`src/rtl/mips_pkg.sv`:
```
// Shared encodings for the MIPS execute stage: ALUOp codes, R-type funct values
// and the multiply/divide sequencer states.
package mips_pkg;

    localparam logic [1:0] ALUOP_ADD   = 2'b00;
    localparam logic [1:0] ALUOP_SUB   = 2'b01;
    localparam logic [1:0] ALUOP_RTYPE = 2'b10;
    localparam logic [1:0] ALUOP_ADD2  = 2'b11;

    localparam logic [5:0] F_SLL   = 6'h00;
    localparam logic [5:0] F_SRL   = 6'h02;
    localparam logic [5:0] F_SRA   = 6'h03;
    localparam logic [5:0] F_MFHI  = 6'h10;
    localparam logic [5:0] F_MTHI  = 6'h11;
    localparam logic [5:0] F_MFLO  = 6'h12;
    localparam logic [5:0] F_MTLO  = 6'h13;
    localparam logic [5:0] F_MULT  = 6'h18;
    localparam logic [5:0] F_MULTU = 6'h19;
    localparam logic [5:0] F_DIV   = 6'h1A;
    localparam logic [5:0] F_DIVU  = 6'h1B;
    localparam logic [5:0] F_ADD   = 6'h20;
    localparam logic [5:0] F_ADDU  = 6'h21;
    localparam logic [5:0] F_SUB   = 6'h22;
    localparam logic [5:0] F_SUBU  = 6'h23;
    localparam logic [5:0] F_AND   = 6'h24;
    localparam logic [5:0] F_OR    = 6'h25;
    localparam logic [5:0] F_XOR   = 6'h26;
    localparam logic [5:0] F_NOR   = 6'h27;
    localparam logic [5:0] F_SLT   = 6'h2A;
    localparam logic [5:0] F_SLTU  = 6'h2B;

    typedef enum logic [1:0] {
        IDLE = 2'b00,
        MUL  = 2'b01,
        DIV  = 2'b10,
        FIX  = 2'b11
    } md_state_e;

endpackage

```
`src/rtl/md_unit.sv`:
```
// Iterative 32-step multiply/divide unit owning HI/LO. op[1] selects divide,
// op[0] selects unsigned; results are written in FIX, 33 edges after start.
module md_unit
    import mips_pkg::*;
#(
    parameter int DATA_W = 32,
    parameter int CNT_W  = 6
) (
    input  logic              clk,
    input  logic              rst_n,
    input  logic              start,
    input  logic [1:0]        op,
    input  logic [DATA_W-1:0] a,
    input  logic [DATA_W-1:0] b,
    input  logic              hi_we,
    input  logic              lo_we,
    input  logic [DATA_W-1:0] wdata,
    output logic              busy,
    output logic [DATA_W-1:0] hi,
    output logic [DATA_W-1:0] lo
);
    localparam logic [CNT_W-1:0] LAST_ITER = CNT_W'(DATA_W - 1);

    md_state_e           state_r, state_s;
    logic [CNT_W-1:0]    cnt_r;
    logic [DATA_W-1:0]   a_r, hi_r, lo_r;
    logic [2*DATA_W-1:0] p_r;
    logic                neg_q_r, neg_r_r, dz_r, div_r;
    logic                op_signed_s;
    logic [DATA_W-1:0]   a_mag_s, b_mag_s, quo_fix_s, rem_fix_s;
    logic [DATA_W:0]     mul_sum_s;
    logic [DATA_W+1:0]   div_diff_s;
    logic [2*DATA_W-1:0] mul_step_s, div_step_s, prod_fix_s;

    function automatic logic [DATA_W-1:0] neg_w(input logic [DATA_W-1:0] x);
        return ~x + {{(DATA_W-1){1'b0}}, 1'b1};
    endfunction

    assign op_signed_s = ~op[0];
    assign a_mag_s     = (op_signed_s && a[DATA_W-1]) ? neg_w(a) : a;
    assign b_mag_s     = (op_signed_s && b[DATA_W-1]) ? neg_w(b) : b;

    // p_r holds {acc, multiplier} for MUL and {remainder, quotient} for DIV.
    assign mul_sum_s  = {1'b0, p_r[2*DATA_W-1:DATA_W]} + (p_r[0] ? {1'b0, a_r} : {(DATA_W+1){1'b0}});
    assign mul_step_s = {mul_sum_s, p_r[DATA_W-1:1]};
    assign div_diff_s = {1'b0, p_r[2*DATA_W-1:DATA_W-1]} - {2'b00, a_r};
    assign div_step_s = div_diff_s[DATA_W+1] ? {p_r[2*DATA_W-2:0], 1'b0}
                                             : {div_diff_s[DATA_W-1:0], p_r[DATA_W-2:0], 1'b1};

    assign prod_fix_s = neg_q_r ? (~p_r + {{(2*DATA_W-1){1'b0}}, 1'b1}) : p_r;
    assign quo_fix_s  = neg_q_r ? neg_w(p_r[DATA_W-1:0]) : p_r[DATA_W-1:0];
    assign rem_fix_s  = neg_r_r ? neg_w(p_r[2*DATA_W-1:DATA_W]) : p_r[2*DATA_W-1:DATA_W];

    assign busy = (state_r != IDLE);
    assign hi   = hi_r;
    assign lo   = lo_r;

    // Next-state logic for the sequencer.
    always_comb begin
        state_s = state_r;
        case (state_r)
            IDLE: begin
                if (start) begin
                    state_s = op[1] ? DIV : MUL;
                end else begin
                    state_s = IDLE;
                end
            end
            MUL, DIV: begin
                if (cnt_r == LAST_ITER) begin
                    state_s = FIX;
                end else begin
                    state_s = state_r;
                end
            end
            FIX:     state_s = IDLE;
            default: state_s = IDLE;
        endcase
    end

    // Sequencer state register.
    always_ff @(posedge clk or negedge rst_n) begin
        if (!rst_n) begin
            state_r <= IDLE;
        end else begin
            state_r <= state_s;
        end
    end

    // Operand capture, iteration datapath and HI/LO write-back.
    always_ff @(posedge clk or negedge rst_n) begin
        if (!rst_n) begin
            cnt_r   <= {CNT_W{1'b0}};
            a_r     <= {DATA_W{1'b0}};
            p_r     <= {(2*DATA_W){1'b0}};
            hi_r    <= {DATA_W{1'b0}};
            lo_r    <= {DATA_W{1'b0}};
            neg_q_r <= 1'b0;
            neg_r_r <= 1'b0;
            dz_r    <= 1'b0;
            div_r   <= 1'b0;
        end else begin
            case (state_r)
                IDLE: begin
                    if (start) begin
                        a_r     <= b_mag_s;
                        p_r     <= {{DATA_W{1'b0}}, a_mag_s};
                        neg_q_r <= op_signed_s & (a[DATA_W-1] ^ b[DATA_W-1]);
                        neg_r_r <= op_signed_s & a[DATA_W-1];
                        dz_r    <= (b == {DATA_W{1'b0}});
                        div_r   <= op[1];
                        cnt_r   <= {CNT_W{1'b0}};
                    end
                    if (hi_we) hi_r <= wdata;
                    if (lo_we) lo_r <= wdata;
                end
                MUL: begin
                    p_r   <= mul_step_s;
                    cnt_r <= cnt_r + {{(CNT_W-1){1'b0}}, 1'b1};
                end
                DIV: begin
                    p_r   <= div_step_s;
                    cnt_r <= cnt_r + {{(CNT_W-1){1'b0}}, 1'b1};
                end
                FIX: begin
                    if (!div_r) begin
                        {hi_r, lo_r} <= prod_fix_s;
                    end else begin
                        // Divide by zero keeps the remainder (= A) and forces an all-ones quotient.
                        hi_r <= rem_fix_s;
                        lo_r <= dz_r ? {DATA_W{1'b1}} : quo_fix_s;
                    end
                end
                default: ;
            endcase
        end
    end

endmodule

```
`src/rtl/ex_stage.sv`:
```
// MIPS execute stage: ALU, destination select, branch target and HI/LO access
// control, with stall generation while the multiply/divide unit is busy.
module ex_stage
    import mips_pkg::*;
#(
    parameter int DATA_W = 32,
    parameter int CNT_W  = 6
) (
    input  logic              clk,
    input  logic              rst_n,
    input  logic              in_valid,
    input  logic              RegDstPipe,
    input  logic              ALUSrcPipe,
    input  logic              RegWritePipe,
    input  logic [1:0]        ALUOpPipe,
    input  logic [DATA_W-1:0] rfile_rd1Pipe,
    input  logic [DATA_W-1:0] rfile_rd2Pipe,
    input  logic [DATA_W-1:0] extend_immedPipe,
    input  logic [4:0]        rtPipe,
    input  logic [4:0]        rdPipe,
    input  logic [DATA_W-1:0] pc_plus4,
    output logic [DATA_W-1:0] alu_result,
    output logic              alu_zero,
    output logic [4:0]        write_reg,
    output logic [DATA_W-1:0] store_data,
    output logic [DATA_W-1:0] branch_target,
    output logic              ex_reg_write,
    output logic              ex_stall,
    output logic              md_busy
);
    logic [5:0]        funct_s;
    logic [4:0]        shamt_s;
    logic [DATA_W-1:0] op_b_s, hi_s, lo_s, result_s;
    logic              md_op_s, mt_op_s, mf_op_s, hilo_op_s, busy_s;

    assign funct_s = extend_immedPipe[5:0];
    assign shamt_s = extend_immedPipe[10:6];
    assign op_b_s  = ALUSrcPipe ? extend_immedPipe : rfile_rd2Pipe;

    // Classify valid R-type instructions that touch HI/LO.
    always_comb begin
        md_op_s = 1'b0;
        mt_op_s = 1'b0;
        mf_op_s = 1'b0;
        if (in_valid && (ALUOpPipe == ALUOP_RTYPE)) begin
            case (funct_s)
                F_MFHI, F_MFLO:                 mf_op_s = 1'b1;
                F_MTHI, F_MTLO:                 mt_op_s = 1'b1;
                F_MULT, F_MULTU, F_DIV, F_DIVU: md_op_s = 1'b1;
                default:                        md_op_s = 1'b0;
            endcase
        end else begin
            md_op_s = 1'b0;
        end
    end

    assign hilo_op_s    = md_op_s | mt_op_s | mf_op_s;
    assign ex_stall     = hilo_op_s & busy_s;
    assign ex_reg_write = in_valid & RegWritePipe & ~ex_stall & ~md_op_s & ~mt_op_s;
    assign md_busy      = busy_s;

    md_unit #(
        .DATA_W (DATA_W),
        .CNT_W  (CNT_W)
    ) u_md (
        .clk   (clk),
        .rst_n (rst_n),
        .start (md_op_s & ~ex_stall),
        .op    (funct_s[1:0]),
        .a     (rfile_rd1Pipe),
        .b     (rfile_rd2Pipe),
        .hi_we (mt_op_s & ~ex_stall & (funct_s == F_MTHI)),
        .lo_we (mt_op_s & ~ex_stall & (funct_s == F_MTLO)),
        .wdata (rfile_rd1Pipe),
        .busy  (busy_s),
        .hi    (hi_s),
        .lo    (lo_s)
    );

    // ALU and R-type funct decode; unknown functs and mult/div/mt* produce 0.
    always_comb begin
        result_s = {DATA_W{1'b0}};
        case (ALUOpPipe)
            ALUOP_ADD, ALUOP_ADD2: result_s = rfile_rd1Pipe + op_b_s;
            ALUOP_SUB:             result_s = rfile_rd1Pipe - op_b_s;
            ALUOP_RTYPE: begin
                case (funct_s)
                    F_ADD, F_ADDU: result_s = rfile_rd1Pipe + op_b_s;
                    F_SUB, F_SUBU: result_s = rfile_rd1Pipe - op_b_s;
                    F_AND:   result_s = rfile_rd1Pipe & op_b_s;
                    F_OR:    result_s = rfile_rd1Pipe | op_b_s;
                    F_XOR:   result_s = rfile_rd1Pipe ^ op_b_s;
                    F_NOR:   result_s = ~(rfile_rd1Pipe | op_b_s);
                    F_SLT:   result_s = {{(DATA_W-1){1'b0}}, ($signed(rfile_rd1Pipe) < $signed(op_b_s))};
                    F_SLTU:  result_s = {{(DATA_W-1){1'b0}}, (rfile_rd1Pipe < op_b_s)};
                    F_SLL:   result_s = rfile_rd2Pipe << shamt_s;
                    F_SRL:   result_s = rfile_rd2Pipe >> shamt_s;
                    F_SRA:   result_s = $unsigned($signed(rfile_rd2Pipe) >>> shamt_s);
                    F_MFHI:  result_s = hi_s;
                    F_MFLO:  result_s = lo_s;
                    default: result_s = {DATA_W{1'b0}};
                endcase
            end
            default: result_s = {DATA_W{1'b0}};
        endcase
    end

    assign alu_result    = result_s;
    assign alu_zero      = (result_s == {DATA_W{1'b0}});
    assign write_reg     = RegDstPipe ? rdPipe : rtPipe;
    assign store_data    = rfile_rd2Pipe;
    assign branch_target = pc_plus4 + {extend_immedPipe[DATA_W-3:0], 2'b00};

endmodule
```
`config.mk`:
```
export PLATFORM = sky130hd
export DESIGN_NAME = ex_stage
export DESIGN_NICKNAME = d
export VERILOG_FILES = /design/src/rtl/mips_pkg.sv /design/src/rtl/md_unit.sv /design/src/rtl/ex_stage.sv
export SDC_FILE = /design/constraint.sdc
export NUM_CORES = 1
export LEC_CHECK = 0
export CAP_MARGIN = 20
export CORE_ASPECT_RATIO = 0.7
export CORE_UTILIZATION = 30
export DETAILED_ROUTE_END_ITERATION = 8
export DONT_BUFFER_PORTS = 1
export SLEW_MARGIN = 10
export SYNTH_ARGS = -nofsm -noshare
export SYNTH_HDL_FRONTEND = slang
export SYNTH_HIERARCHICAL = 1
export SYNTH_SLANG_ARGS = --single-unit
```
`constraint.sdc`:
```
create_clock -name clk -period 20.3 [get_ports clk]
set_clock_uncertainty 0.1 [all_clocks]
set_input_delay 4.06 -clock clk [delete_from_list [all_inputs] [get_ports clk]]
set_output_delay 4.06 -clock clk [all_outputs]
set_load 0.01 [all_outputs]
```
* Yosys cells after proc, flatten, opt, wreduce, memory -nomap -nowiden *
Index checks and enable logic that the tools add are counted.

storage, ports and cells
  bits in registers = 172
  output and inout port bits = 105

operators by class
  add/subtract/negate cells = 11
  $lt $le $gt $ge = 2
  equality and inequality tests = 31
  shifts and indexed selects = 3
  muxes and demuxes = 32
  bitwise operators = 27
  reduce and logical (&&, ||, !) cells = 24

operators with widths
  kind                   count
  $pmux 32 s13           1
  $mux 32                11
  $mux 64                3
  $pmux 64 s3            1
  $not 32->32            5
  $add 32x1->32 const B  4
  $pmux 32 s2            2
  $pmux 32 s3            1
  $add 32x32->32         2
  $add 64x1->64 const B  1
  $logic_not 32->1       2
  $lt 32x32->1           2
  $not 64->64            1
  $eq 6x6->1 const B     10
  $eq 6x5->1 const B     9
  $sub 33x32->34         1
  $add 32x33->33         1
  $and 32x32->32         1
  $or 32x32->32          1
  $shl 32x5->32          1
  $shr 32x5->32          1
  $sshr 32x5->32         1
  $sub 32x32->32         1
  $xor 32x32->32         1
  23 further kinds       66

* Depth between registers and ports, before layout *
  word-level depth = 12
  depth in mapped cells = 23
  depth with buffers taken out = 17

* Modules after synthesis *
Netlist, hierarchy kept.

modules (own cells, without submodules)
  module    times used  cells each  area each (um^2)  seq. area each (um^2)
  md_unit   1           1875        14473.9           4304.1
  ex_stage  1           1817        12768.5           0.0

* Least setup slack after synthesis *
OpenSTA, ideal clock, no wires.

  kind = input to output
  from = in extend_immedPipe[0]
  to = out alu_zero
  arrival time = 9388 ps
  data required time = 16140 ps
  setup slack = 6752 ps
  stages on the path = 23
  path through = buf_2 -> clkbuf_1 -> clkbuf_1 -> clkbuf_1 -> clkbuf_1 -> buf_1 -> mux2i_1 -> inv_1 -> ha_1 -> inv_1 -> fa_1 -> nor2b_1 -> o2111ai_1 -> nand2_1 -> a31oi_1 -> o21a_1 -> mux2_2 -> a211o_1 -> or4_1 -> or4_1 -> nor4_2 -> nand4b_1 -> nor4_2

between the ends
  elaborated cells between the ends (all ways) = 29
  classes of those cells = add/sub (2); order compare (2); eq/ne (14); mux (3); bitwise (4); reduce/logical (4)

RTL lines
  what                                          line                            RTL
  start: declaration                            ex_stage.sv:18                  input logic [DATA_W-1:0] extend_immedPipe,
  $mux 32 or $eq 6x6->1 (tied branches)         ex_stage.sv:38, ex_stage.sv:87
  $sub 32x32->32, or another cell as far along  ex_stage.sv:85, ex_stage.sv:89
  $pmux 32 s13                                  ex_stage.sv:87                  case (funct_s)
  $pmux 32 s3 *                                 ex_stage.sv:83                  case (ALUOpPipe)
  via alu_result[8]                             ex_stage.sv:22                  output logic [DATA_W-1:0] alu_result,
  $logic_not 32->1 *                            ex_stage.sv:109                 assign alu_zero = (result_s == {DATA_W{1'b0}});
  end: declaration                              ex_stage.sv:23                  output logic alu_zero,

The timed path passes the listed nets; every way through them passes the cells marked *.

* Final worst setup path *
  from = in ALUSrcPipe
  to = out alu_zero

between the ends
  longest elaborated chain between the ends = 6
  elaborated cells between the ends (all ways) = 12
  classes of those cells = add/sub (2); order compare (2); mux (3); bitwise (4); reduce/logical (1)

RTL lines
  what                                                    line             RTL
  start: declaration                                      ex_stage.sv:13   input logic ALUSrcPipe,
  $mux 32 *                                               ex_stage.sv:38   assign op_b_s = ALUSrcPipe ? extend_immedPipe : rfile_rd2Pipe;
  branches (longest 3 deep; another with $sub 32x32->32)  -
  $pmux 32 s3 *                                           ex_stage.sv:83
  $logic_not 32->1 *                                      ex_stage.sv:109

Mark *: on every way between the ends.

==> impl_results.md <==
- Mapped Area: 0.0272 mm^2
- Setup CP Type: in -> out
- Static Leak: 0.0119 uW
- Setup crit start: ALUSrcPipe
- Avg Vias per Cell: 6.38
- RR Endpoint: u_md/p_r[61]$_DFFE_PN0P_
- Post-route cell area: 0.0286 mm^2
- TNS Setup: 0 ns
- Sequential element share of the synthesized area: 15.8%
- Max clock buf depth: 3
- Tot GR Track Use: 27.9%
- Beginning of the worst hold path: u_md/a_r[29]$_DFFE_PN0P_
- XOR/XNOR share of the synthesized area: 7.30%
- CP Cell Sequence: mux2i_1 -> inv_1 -> ha_1 -> or2_2 -> a21oi_1 -> a311oi_1 -> a221oi_1 -> nand4_1 -> a211oi_1 -> a21oi_1 -> or4_1 -> or4_1 -> nor4_2 -> nand4b_1 -> nor4_2
- Total net switching power: 1660 uW
- Io pins: 251
- Fraction of registers with async set/reset: 100%
- Synth top area share: 15.8%
- Required time of the critical path: 16.14 ns
- Initial DRC Count: 5310
- Routed wire length: 133000 um
- Final Hold Vio Count: 0
- Final slew viol count: 0
- Achievable frequency: 71.5 MHz
- Final Cycle Share: 68.9%
- Avg Cell Area, Syn: 7.38 um^2
- Largest family of logic cells by synthesized area: compound AO/OA/AOI/OAI gates
- CP max FO: 32
- CP Buf/Inv Count: 1
- Worst reg-to-reg path cell count: 14
- WHS Endpoint: u_md/a_r[29]$_DFFE_PN0P_
- Max VDD drop: 0.113 mV
- CP endpoint kind: output port
- Synth cell types: 94
- Synth Instances: 3692
- Post-synth EDFFs: 0
- Share of cells above drive strength 1: 5.87%
- Worst-margin pin slew: 1.24 ns
- Slowest CP cell: a211oi_1
- Number of global-route vias before repair: 26100
- Aggregate global routing overflow: 0
- Die W: 362 um
- DIE HEIGHT: 254 um
- Clock insertion delay at the later pin of the skew report: 0.53 ns
- PwrDens: 110 mW/mm^2
- Hpwl dp: 103000 um
- Switching portion of total power: 52.7%
- Starting density of the core: 30.3%
- Logic gate share of total power: 64.7%
- Most area-hungry cell type in the Yosys netlist: dfrtp_1
- Fillers: 9796
- Fin cells: 4701
- Cts hold-fix bufs: 0
- Storage element area: 0.00430 mm^2
- Dominant cells by area after synthesis: dfrtp_1, ha_1, o21ai_0
- Initial antenna violation count: 7
- Die area: 0.0920 mm^2
- Num CTS Buffers: 25
- First-pass GRT wire length: 190000 um
- Mux cell area share after synthesis: 10.1%
- Area of the multi-input gates: 0.0210 mm^2
- Post-CTS Resized: 0
- Post-synth top flop: dfrtp_1
- R2R setup slack: 15.44 ns
- Routed Antenna Nets: 0
- Dpl cell area: 0.0278 mm^2
- RSZ-0062 raised after global routing: no
- CP startpoint kind: input pin
- Max cap viols: 0
- Clk root buf: clkbuf_16
- Power, Total: 3150 uW
- Synth warn: 6
- Drt wl/cell: 28.4 um
- Yosys reg bits: 172
- CTS tree: done
- Row cnt: 92
- CP top delay family: compound AO/OA/AOI/OAI gates
- Final min period: 13.99 ns
- H-tree Lvls: 4
- I/O Buffers: 0
- Syn nets: 4051
- Via count: 30000
- Clock power share: 13.2%
- Cells after DPL: 4656
- Remaining DRCs: 0
- Synth Area in Simple Gates: 19.6%
- Internal power: 1490 uW
- Clock Pin Slew Worst Setup and Hold Paths: 0.06 ns
- Adder-cell area share of the yosys netlist: 9.92%
- Placer Congestion: 1.04
- Setup bufs post-CTS: 0
- Core ar.: 0.0900 mm^2
- Slew margin rel.: 16.8%
- Sink Count: 172
- Final setup fails: 0
- Largest net degree at the start of global routing: 173
- HP Class: reg -> reg
- WHS Path Cells: 2
- Compound-gate portion of the synthesized area: 29.8%
- Crit path DAT: 9.83 ns
- R2r startpoint: u_md/p_r[0]$_DFFE_PN0P_
- Status: finished clean
- Layout area overhead: 5.15%
- Initial DRT Pass Iterations: 6
- Net count, final: 3828
- Final hold slack: 0.384 ns
- Sequential share of power: 22.1%
- Max incr delay on CP: 0.97 ns
routing by layer:
layer	track usage, %	part of all wire, %	routed length [um]
met3	10.6	16	20700
met2	34.7	36	48400
met4	6.00	2.3	3090
met1	43.2	46	61000
met5	0.929	0.12	155
logic make-up after synthesis:
group | Yosys count
flip-flops | 172
buffers and inverters | 482
multiplexers | 221
XOR/XNOR | 227
adder cells (fa/ha/maj) | 213
AO/OA/AOI/OAI | 1249
AND/OR/NAND/NOR | 1128
power groups by stage:
stage / combinational, uW / clock, uW / sequential (uW)
floorplan: 1550 / 0 / 561
global placement: 1940 / 0 / 684
detailed placement: 1950 / 0 / 684
CTS: 1960 / 419 / 681
global route: 2230 / 434 / 704
finish: 2040 / 414 / 697
cell usage after synthesis (10+ instances only):
library cell	instances
a211o_1	12
a211oi_1	49
a21o_1	61
a21oi_1	262
a221o_1	18
a221oi_1	37
a222oi_1	16
a22o_1	14
a22oi_1	60
a31oi_1	51
and2_1	17
and3_1	25
buf_1	28
buf_2	22
buf_4	40
clkbuf_1	203
dfrtp_1	172
ha_1	208
inv_1	180
mux2_2	39
mux2i_1	143
mux4_2	32
nand2_1	381
nand2b_1	42
nand3_1	64
nand4_1	27
nor2_1	305
nor2b_1	30
nor3_1	71
nor4_1	36
o2111ai_1	14
o211ai_1	46
o21a_1	17
o21ai_0	341
o21bai_1	17
o221ai_1	18
o22ai_1	58
o31a_1	10
o31ai_1	36
o41ai_1	18
or2_2	15
or3_1	43
or4_1	22
xnor2_1	155
xor2_1	72
layout by cell type (no fill, tap or decap), types with 35 or more instances in the layout:
cell type  count
nor4_1        35
a221oi_1      37
o211ai_1      46
dfrtp_1      172
buf_4         47
a21o_1        61
mux2i_1      142
nand2b_1      41
nand2_1      380
o21ai_0      341
o31ai_1       36
nor3_1        69
xor2_1        72
or3_1         43
a31oi_1       51
a21oi_1      260
a22oi_1       60
mux2_2        39
nor2_1       304
inv_1        180
xnor2_1      155
ha_1         206
nand3_1       64
a211oi_1      49
o22ai_1       58
sequential cells by signal, indices dropped and copies added (netlist names):
name,flops
u_md/dz_r,1
u_md/div_r,1
u_md/hi,32
u_md/p_r,64
u_md/neg_q_r,1
u_md/state_r,2
u_md/lo,32
u_md/a_r,32
u_md/neg_r_r,1
u_md/cnt_r,6
area by class of cell:
type                            count  area share, %
Multi-Input combinational cell   3038           73.2
Clock buffer                       30           2.32
Sequential cell                   172           15.0
Inverter                          181           2.37
Tap cell                         1222           5.34
Clock inverter                      3          0.227
Antenna cell                        4         0.0349
Timing Repair Buffer               51           1.50
worst max-delay path by stage:
stage / slack, ns / cells after the start / endpoint
floorplan: 6.75 / 23 / alu_zero
global placement: 6.78 / 15 / alu_zero
detailed placement: 6.85 / 15 / alu_zero
CTS: 6.84 / 15 / alu_zero
global route: 6.29 / 15 / alu_zero
finish: 6.31 / 15 / alu_zero
metrics by stage:
| stage | worst slack [ns] | util [%] |
|---|---|---|
| after floorplan | 6.75 | - |
| after global placement | 6.78 | 30.9 |
| after detailed placement | 6.85 | 30.9 |
| after CTS | 6.84 | 31.7 |
| after global routing | 6.29 | 31.8 |
| final | 6.31 | 31.8 |
worst reg2reg max path, stage by stage, from the launching register on:
cell and delay, ns:
dfrtp_1 0.52, inv_1 0.15, buf_4 0.40, nor2_1 0.17, fa_1 0.46, a21o_1 0.22, a221o_1 0.37, a21oi_1 0.33
o21ai_0 0.15, buf_4 0.18, a31oi_1 0.44, o21ai_0 0.35, o41ai_1 0.57, mux2i_1 0.26, o21bai_1 0.07
No activity file was read; power rests on OpenSTA's default activity.
